`config.mk`:
```
export PLATFORM = sky130hd
export DESIGN_NAME = motor_move_sequencer
export DESIGN_NICKNAME = d
export VERILOG_FILES = /design/src/rtl/motor_move_sequencer.sv
export SDC_FILE = /design/constraint.sdc
export NUM_CORES = 1
export LEC_CHECK = 0
export ABC_AREA = 1
export CAP_MARGIN = 5
export CORE_MARGIN = 4
export CORE_UTILIZATION = 55
export CTS_CLUSTER_DIAMETER = 60
export DETAILED_ROUTE_END_ITERATION = 6
export PLACE_DENSITY_LB_ADDON = 0.08
export SYNTH_ARGS = -nofsm -noshare
export SYNTH_HDL_FRONTEND = slang
export SYNTH_SLANG_ARGS = --single-unit
```
`constraint.sdc`:
```
create_clock -name clk -period 4.05 [get_ports clk]
set_input_delay 1.0125 -clock clk [delete_from_list [all_inputs] [get_ports clk]]
set_output_delay 1.0125 -clock clk [all_outputs]
set_load 0.05 [all_outputs]
```
`src/rtl/motor_move_sequencer.sv`:
```
// Trapezoidal move sequencer: ramps PWM duty up, cruises, ramps down
// while counting encoder edges toward a commanded relative distance.
module motor_move_sequencer #(
  parameter logic [7:0]  DUTY_MIN    = 8'd40,
  parameter logic [7:0]  DUTY_MAX    = 8'd255,
  parameter logic [15:0] RAMP_DIV    = 16'd1000,
  parameter logic [31:0] DECEL_CNT   = 32'd200,
  parameter logic [31:0] TIMEOUT_CYC = 32'd50_000_000
) (
  input  logic        clk,
  input  logic        rst_n,
  input  logic        cmd_valid,
  output logic        cmd_ready,
  input  logic        cmd_dir,
  input  logic [31:0] cmd_counts,
  input  logic        abort,
  input  logic        fault_clr,
  input  logic        enc_edge,
  output logic        motor_en,
  output logic        motor_dir,
  output logic [7:0]  duty,
  output logic        busy,
  output logic        done,
  output logic        fault,
  output logic [31:0] remaining
);

  localparam logic [2:0] S_IDLE   = 3'd0;
  localparam logic [2:0] S_ACCEL  = 3'd1;
  localparam logic [2:0] S_CRUISE = 3'd2;
  localparam logic [2:0] S_DECEL  = 3'd3;
  localparam logic [2:0] S_DONE   = 3'd4;
  localparam logic [2:0] S_FAULT  = 3'd5;

  logic [2:0]  r_state;
  logic        r_cmd_ready;
  logic        r_motor_en;
  logic        r_motor_dir;
  logic [7:0]  r_duty;
  logic        r_busy;
  logic        r_done;
  logic        r_fault;
  logic [31:0] r_remaining;
  logic [15:0] r_ramp;
  logic [31:0] r_stall;

  logic [31:0] w_rem_dec;
  logic        w_complete;
  logic        w_timeout;
  logic        w_step;
  logic        w_near;

  assign w_rem_dec  = (enc_edge && (r_remaining != 32'd0))
                    ? r_remaining - 32'd1 : r_remaining;
  assign w_complete = (enc_edge && (r_remaining == 32'd1))
                    || (r_remaining == 32'd0);
  assign w_timeout  = !enc_edge && (r_stall == TIMEOUT_CYC - 32'd1);
  assign w_step     = (r_ramp == RAMP_DIV - 16'd1);
  assign w_near     = (r_remaining <= DECEL_CNT);

  always_ff @(posedge clk) begin
    if (!rst_n) begin
      r_state     <= S_IDLE;
      r_cmd_ready <= 1'b1;
      r_motor_en  <= 1'b0;
      r_motor_dir <= 1'b0;
      r_duty      <= 8'd0;
      r_busy      <= 1'b0;
      r_done      <= 1'b0;
      r_fault     <= 1'b0;
      r_remaining <= 32'd0;
      r_ramp      <= 16'd0;
      r_stall     <= 32'd0;
    end else begin
      r_done <= 1'b0;
      case (r_state)
        S_IDLE: begin
          if (cmd_valid) begin
            r_motor_dir <= cmd_dir;
            r_remaining <= cmd_counts;
            r_cmd_ready <= 1'b0;
            r_ramp      <= 16'd0;
            r_stall     <= 32'd0;
            if (cmd_counts == 32'd0) begin
              r_state <= S_DONE;
              r_done  <= 1'b1;
            end else begin
              r_state    <= S_ACCEL;
              r_motor_en <= 1'b1;
              r_duty     <= DUTY_MIN;
              r_busy     <= 1'b1;
            end
          end
        end
        S_ACCEL, S_CRUISE, S_DECEL: begin
          r_remaining <= w_rem_dec;
          r_stall     <= enc_edge ? 32'd0 : r_stall + 32'd1;
          // completion and abort share the exit; abort leaves remaining nonzero
          if (w_complete || abort) begin
            r_state    <= S_DONE;
            r_done     <= 1'b1;
            r_motor_en <= 1'b0;
            r_duty     <= 8'd0;
            r_busy     <= 1'b0;
          end else if (w_timeout) begin
            r_state    <= S_FAULT;
            r_fault    <= 1'b1;
            r_motor_en <= 1'b0;
            r_duty     <= 8'd0;
            r_busy     <= 1'b0;
          end else begin
            r_ramp <= w_step ? 16'd0 : r_ramp + 16'd1;
            if ((r_state != S_DECEL) && w_near) begin
              r_state <= S_DECEL;
              r_ramp  <= 16'd0;
            end else if ((r_state == S_ACCEL)
                         && (r_duty == DUTY_MAX)) begin
              r_state <= S_CRUISE;
              r_ramp  <= 16'd0;
            end else if (w_step) begin
              if ((r_state == S_ACCEL) && (r_duty < DUTY_MAX))
                r_duty <= r_duty + 8'd1;
              else if ((r_state == S_DECEL) && (r_duty > DUTY_MIN))
                r_duty <= r_duty - 8'd1;
            end
          end
        end
        S_DONE: begin
          r_state     <= S_IDLE;
          r_cmd_ready <= 1'b1;
        end
        S_FAULT: begin
          if (fault_clr) begin
            r_state     <= S_IDLE;
            r_fault     <= 1'b0;
            r_cmd_ready <= 1'b1;
          end
        end
        default: begin
          r_state     <= S_IDLE;
          r_cmd_ready <= 1'b1;
          r_motor_en  <= 1'b0;
          r_duty      <= 8'd0;
          r_busy      <= 1'b0;
          r_fault     <= 1'b0;
        end
      endcase
    end
  end

  assign cmd_ready = r_cmd_ready;
  assign motor_en  = r_motor_en;
  assign motor_dir = r_motor_dir;
  assign duty      = r_duty;
  assign busy      = r_busy;
  assign done      = r_done;
  assign fault     = r_fault;
  assign remaining = r_remaining;

endmodule

```
**After elaboration in Yosys (flattened, before gate mapping)**

Cells that the tools add are included.

- Input bits: 39
- Output and inout bits: 46
- Register bits after elaboration: 96
- Word-level logic and storage cells: 118

- Reductions and logical operators: 27
- Bitwise operators: 3
- Equal/unequal tests: 23
- $add $sub $neg: 5
- Order comparisons: 3
- Mux-type cells: 47

Operators with widths:

| cell | number |
|---|---|
| two-way mux 32 bit | 4 |
| one-hot mux 32 bit (2 select lines) | 2 |
| two-way mux 16 bit | 6 |
| two-way mux 8 bit | 9 |
| logical NOT 32 bit | 2 |
| adder 32 x 1 -> 32 bit (second input constant) | 1 |
| == test 32 x 1 -> 1 bit (second input constant) | 1 |
| == test 32 x 26 -> 1 bit (second input constant) | 1 |
| <= comparator 32 x 8 -> 1 bit (second input constant) | 1 |
| one-hot mux 16 bit (2 select lines) | 1 |
| nonzero test 32 bit | 1 |
| subtractor 32 x 1 -> 32 bit (second input constant) | 1 |
| one-hot mux 8 bit (3 select lines) | 1 |
| two-way mux 3 bit | 7 |
| adder 16 x 1 -> 16 bit (second input constant) | 1 |
| == test 16 x 10 -> 1 bit (second input constant) | 1 |
| inequality test 2 bit (second input constant) | 7 |
| two-way mux 1 bit | 12 |
| inequality test 4 bit (second input constant) | 3 |
| AND reduction 4 bit | 3 |
| inequality test 5 bit (second input constant) | 2 |
| one-hot mux 1 bit (3 select lines) | 3 |
| one-hot mux 3 bit (3 select lines) | 1 |
| AND reduction 3 bit | 3 |
| other kinds (21) | 34 |

**Depth between registers and ports, before layout**

- Word-level depth: 10
- Depth in mapped cells: 14
- Depth with buffers taken out: 14

**Worst setup path after synthesis**

Ideal clock, no wire load.

- Path type: flip-flop to flip-flop
- Start: register r_duty[0] (netlist: duty[0])
- End: register r_duty[6] (netlist: duty[6])
- Clock period less this slack: 2.515 ns
- Buffers on the path: 0
- Library setup time: 0.112 ns
- Slack: 1.535 ns
- Arrival: 2.403 ns
- Stages on the path, launching flop included: 12
- Data required time: 3.938 ns
- Cells stage by stage: dfxtp_1 > inv_1 > nor3_1 > nand2_1 > nand2_1 > inv_1 > fa_1 > o221ai_1 > xnor2_1 > nor2_1 > nor2_1 > nor2_1

- Cells in the longest elaborated chain, start to end: 9
- Elaborated cells on any way between the ends: 19
- Classes of those cells: add/sub: 2; order compare: 2; eq/ne: 3; mux: 8; reduce/logical: 4

Ends and longest elaborated chain:

| element | RTL line | RTL |
|---|---|---|
| start: declaration | 39 | `logic [7:0] r_duty;` |
| start signal: assignment | 122 | `r_duty <= r_duty + 8'd1;` |
| start signal: assignment | 124 | `r_duty <= r_duty - 8'd1;` |
| subtractor 8 x 1 -> 8 bit / less-than comparator 8 bit (equally long branches) | 124, 121 |  |
| two-way mux 8 bit / logical AND 1 bit (equally long branches) | 123, 121 |  |
| two-way mux 8 bit | 121 | `if ((r_state == S_ACCEL) && (r_duty < DUTY_MAX))` |
| two-way mux 8 bit | 120 | `end else if (w_step) begin` |
| two-way mux 8 bit | 116 | `end else if ((r_state == S_ACCEL)` |
| two-way mux 8 bit | 113 | `if ((r_state != S_DECEL) && w_near) begin` |
| two-way mux 8 bit | 105 | `end else if (w_timeout) begin` |
| two-way mux 8 bit | 99 | `if (w_complete \|\| abort) begin` |
| one-hot mux 8 bit (3 select lines) | 76 | `case (r_state)` |

Parallel ways exist; a longest one is shown, timed or not. The select of a mux whose other input is x is not followed.
A chain may end at the register's enable or synchronous reset.

**Worst setup path in the final report**

- Start: input port enc_edge
- End: register r_duty[6] (netlist: duty[6])

- Cells in the longest elaborated chain, start to end: 5
- Elaborated cells on any way between the ends: 13
- Classes of those cells: eq/ne: 4; mux: 3; reduce/logical: 6

Ends and longest elaborated chain:

| element | RTL line | RTL |
|---|---|---|
| start: declaration | 18 | `input logic enc_edge,` |
| logical AND 1 bit / logical NOT 1 bit (equally long branches) | 55, 57 |  |
| logical OR 1 bit / logical AND 1 bit (equally long branches) | 56, 57 |  |
| logical OR 1 bit / two-way mux 8 bit (equally long branches) | 99, 105 |  |
| inequality test 5 bit (no source line) (tied with other cells) | n/a |  |
| AND reduction 7 bit (no source line) / one-hot mux 8 bit (3 select lines) (equally long branches) | n/a |  |

Parallel ways exist; a longest one is shown, timed or not.

==> summary.md <==
| Metric | Value |
|---|---|
| Worst R2R Path Depth | 11 |
| Clock tree buffer depth | 2 |
| Crit path max fanout | 20 |
| Hold path depth | 2 |
| Unique cell type count in the Yosys netlist | 43 |
| Outcome | finished clean |
| Crit-path max cell delay | 0.51 ns |
| # setup viols final | 0 |
| Ys async rst share | 0% |
| Hold Buf Count CTS | 0 |
| Congestion Overflow GR | 0 |
| Crit path depth | 10 |
| Setup ws final | 0.990 ns |
| Post-synth EDFFs | 0 |
| Ys flop type | dfxtp_1 |
| Yosys warns | 0 |
| Initial antenna violation count | 0 |
| Post-synthesis register bit count | 96 |
| CTS tree | built |
| Largest net degree at the start of global routing | 51 |
| Residual DRC | 0 |
| Final Max Slew Viols | 0 |
| TritonCTS buffer count | 9 |
| Reg2Reg Setup Slack | 1.44 ns |
| Total wire length | 19,500 um |
| Synth Cell Area | 6690 um2 |
| Post-CTS sizing | 0 |
| Leak Pwr | 0.00311 uW |
| Final design utilization | 66.2% |
| Clk sinks | 96 |
| Full die area | 14,000 um2 |
| Power Dens Cells | 750 nW/um2 |
| RR Endpoint | duty[6] |
| VDD IR max | 496 uV |
| Root Buffer | clkbuf_16 |
| Part of the Yosys area used for sequential elements | 28.7% |
| Syn_nets | 1,149 |
| Htree depth | 3 |
| Setup TNS | 0 ns |
| I/O Buffers | 84 |
| Gpl congestion | 0.961 |
| Worst slack, placed | 0.691 ns |
| Routed Antenna Nets | 0 |
| Slew HR | 47.2% |
| CP bufs+invs | 1 |
| RSZ-0062 raised after global routing | no |
| Hold Path Class | reg2reg |
| Reg2Reg Launch Point | duty[0] |
| Via count | 7,518 |
| # diodes | 0 |
| Startpoint types | primary input |
| Gate Count Post-Synth | 1,098 |
| Post-DP HPWL | 14,000 um |
| Setup crit start | enc_edge |
| Die width | 118 um |
| CP cell instances | clkdlybuf4s50_1, nor3_1, nand3_1, nor2_1, nor2_1, nand2_2, nand2_1, and2_1, nor2_1, nor2_1 |
| Initial core utilization | 56.0% |
| Hold Vio Cnt, Final | 0 |
| Vias in the first global route | 6,878 |
| Share of post-route cells with drive strength above 1 | 4.96% |
| DRT Pass-1 Iters | 5 |
| # IOs | 85 |
| Final min period | 3.06 ns |
| Area Overhead vs Synth | 18.2% |
| Worst Tran Pin Value | 0.785 ns |
| Fmax achieved | 327 MHz |
| Crit path max-delay cell type | clkdlybuf4s50_1 |
| Skew final | 0.00762 ns |
| DR WL/cell | 14.8 um |
| Site Rows | 40 |
| Chip height | 118 um |
| Clk Latency, worst-skew pair | 0.35 ns |
| Overall routing resource usage | 27.8% |
| Fin crit share | 75.5% |
| Crit path required time | 4.30 ns |
| First-pass GRT wire length | 32,700 um |
| Max-cap violations | 0 |
| Worst path top cell family by delay | simple AND/OR/NAND/NOR gates |
| DR iter-0 viols | 805 |
| Post-CTS Setup Bufs | 0 |
| WP data arrival | 3.31 ns |
| DP Cell Count | 1,300 |
| Fin nets | 1,215 |
| Critical path type | in2reg |
| Worst setup path endpoint | duty[6] |
| Finished Layout Cells | 1,316 |
| Mean post-synth cell area | 6.10 um2 |
| Worst-path clk slew | 0.07 ns |
| CP endpoint kind | flop |
| Core area | 12,000 um2 |
| Crit-path most repeated cell | nor2_1 |
| Vias per cell | 5.71 |
## worst min path at each step
stage	startpoint	to	slack, ns
finish	motor_dir	motor_dir	0.48
global route	r_stall[15]	r_stall[15]	0.50
CTS	motor_dir	motor_dir	0.48
detailed placement	r_stall[15]	r_stall[15]	0.47
global placement	r_stall[15]	r_stall[15]	0.46
floorplan	r_stall[15]	r_stall[15]	0.44
## logic make-up after synthesis
family	count (synthesis)	synth area share, %
AO/OA/AOI/OAI	204	16.6
XOR/XNOR	22	2.88
adder cells (fa/ha/maj)	12	2.36
buffers and inverters	149	9.10
flip-flops	96	28.7
AND/OR/NAND/NOR	615	40.4
## cell type report
cell class	instances	area, um2
clock inverters	5	80.1
multi-input cells	853	4160
inverters	112	423
clock buffers	11	243
fillers	1087	4050
flip-flops and latches	96	1920
repair buffers	92	901
well taps	147	184
## power breakdown
part | switching, uW | internal (uW)
Clock | 379 | 557
Sequential | 289 | 1150
Combinational | 2450 | 1110
Total | 3120 | 2820
## through the flow
step / area [um2] / hold WS (ns) / total power, uW
4_1_cts: 7910 / 0.479 / 5930
2_1_floorplan: 6690 / 0.443 / 4100
3_5_place_dp: 7590 / 0.469 / 4970
3_3_place_gp: 7590 / 0.460 / 4950
6_report: 7910 / 0.481 / 5930
5_1_grt: 7910 / 0.505 / 6390
## layer usage
layer / global-route usage, % / part of all wire (%) / vias to the layer above
li1: - / - / 3802
met1: 37.8 / 45 / 3366
met2: 43.4 / 45 / 308
met3: 5.31 / 7.5 / 42
met4: 10.8 / 2.4 / 0
met5: 0 / 0 / -
## cell usage in the layout (no fill, tap or decap), drive strengths merged, types with 8 or more instances in the layout
master / synthesis / layout
nand3: 102 / 102
xnor2: 9 / 9
dfxtp: 96 / 96
clkdlybuf4s50: 0 / 84
o21ai: 67 / 67
inv: 112 / 112
ha: 11 / 11
nor3: 47 / 47
a21oi: 106 / 106
nor2: 163 / 163
buf: 16 / 8
nand4: 32 / 32
nand2: 254 / 254
xor2: 13 / 13
clkbuf: 21 / 11
## synth_stat cells (2+ instances only)
| master | count | area [um2] |
|---|---|---|
| nand3_2 | 2 | 20.0 |
| dfxtp_1 | 96 | 1920 |
| nor2_1 | 149 | 559 |
| nor4_1 | 5 | 31.3 |
| nand3b_1 | 6 | 45.0 |
| nor2_4 | 2 | 22.5 |
| inv_1 | 104 | 390 |
| nor3_1 | 47 | 235 |
| nand3_1 | 100 | 500 |
| nor2_2 | 12 | 75.1 |
| o21ai_1 | 6 | 30.0 |
| or2_2 | 3 | 18.8 |
| o211ai_1 | 7 | 52.6 |
| nand4_1 | 32 | 200 |
| a21oi_1 | 106 | 531 |
| buf_6 | 2 | 22.5 |
| xnor2_1 | 9 | 78.8 |
| o22ai_1 | 2 | 12.5 |
| nand2_2 | 5 | 31.3 |
| a211oi_1 | 5 | 37.5 |
| xor2_1 | 13 | 114 |
| buf_4 | 6 | 45.0 |
| a221oi_1 | 3 | 26.3 |
| a22oi_1 | 2 | 15.0 |
| o21ai_0 | 59 | 295 |
| nand2_1 | 248 | 931 |
| inv_2 | 7 | 26.3 |
| o21ai_2 | 2 | 17.5 |
| o221ai_1 | 3 | 26.3 |
| a21o_1 | 5 | 37.5 |
| clkbuf_1 | 21 | 78.8 |
| buf_2 | 8 | 40.0 |
| ha_1 | 11 | 138 |
## flip-flops by register name, summed over array words and instances (netlist names), 3 cells and up
register,flops
r_stall,32
remaining,32
r_ramp,16
duty,8
r_state,3
## worst reg2reg max path, stage by stage (launching register included)
cell      delay, ns
dfxtp_1        0.41
inv_1          0.11
nor3_1         0.38
nand2_1        0.09
nand2_1        0.29
ha_1           0.36
a21oi_1        0.26
o221ai_1       0.16
xnor2_1        0.18
nor2_1         0.07
nor2_1         0.14
nor2_1         0.05
(Power assumes the default switching activity.)
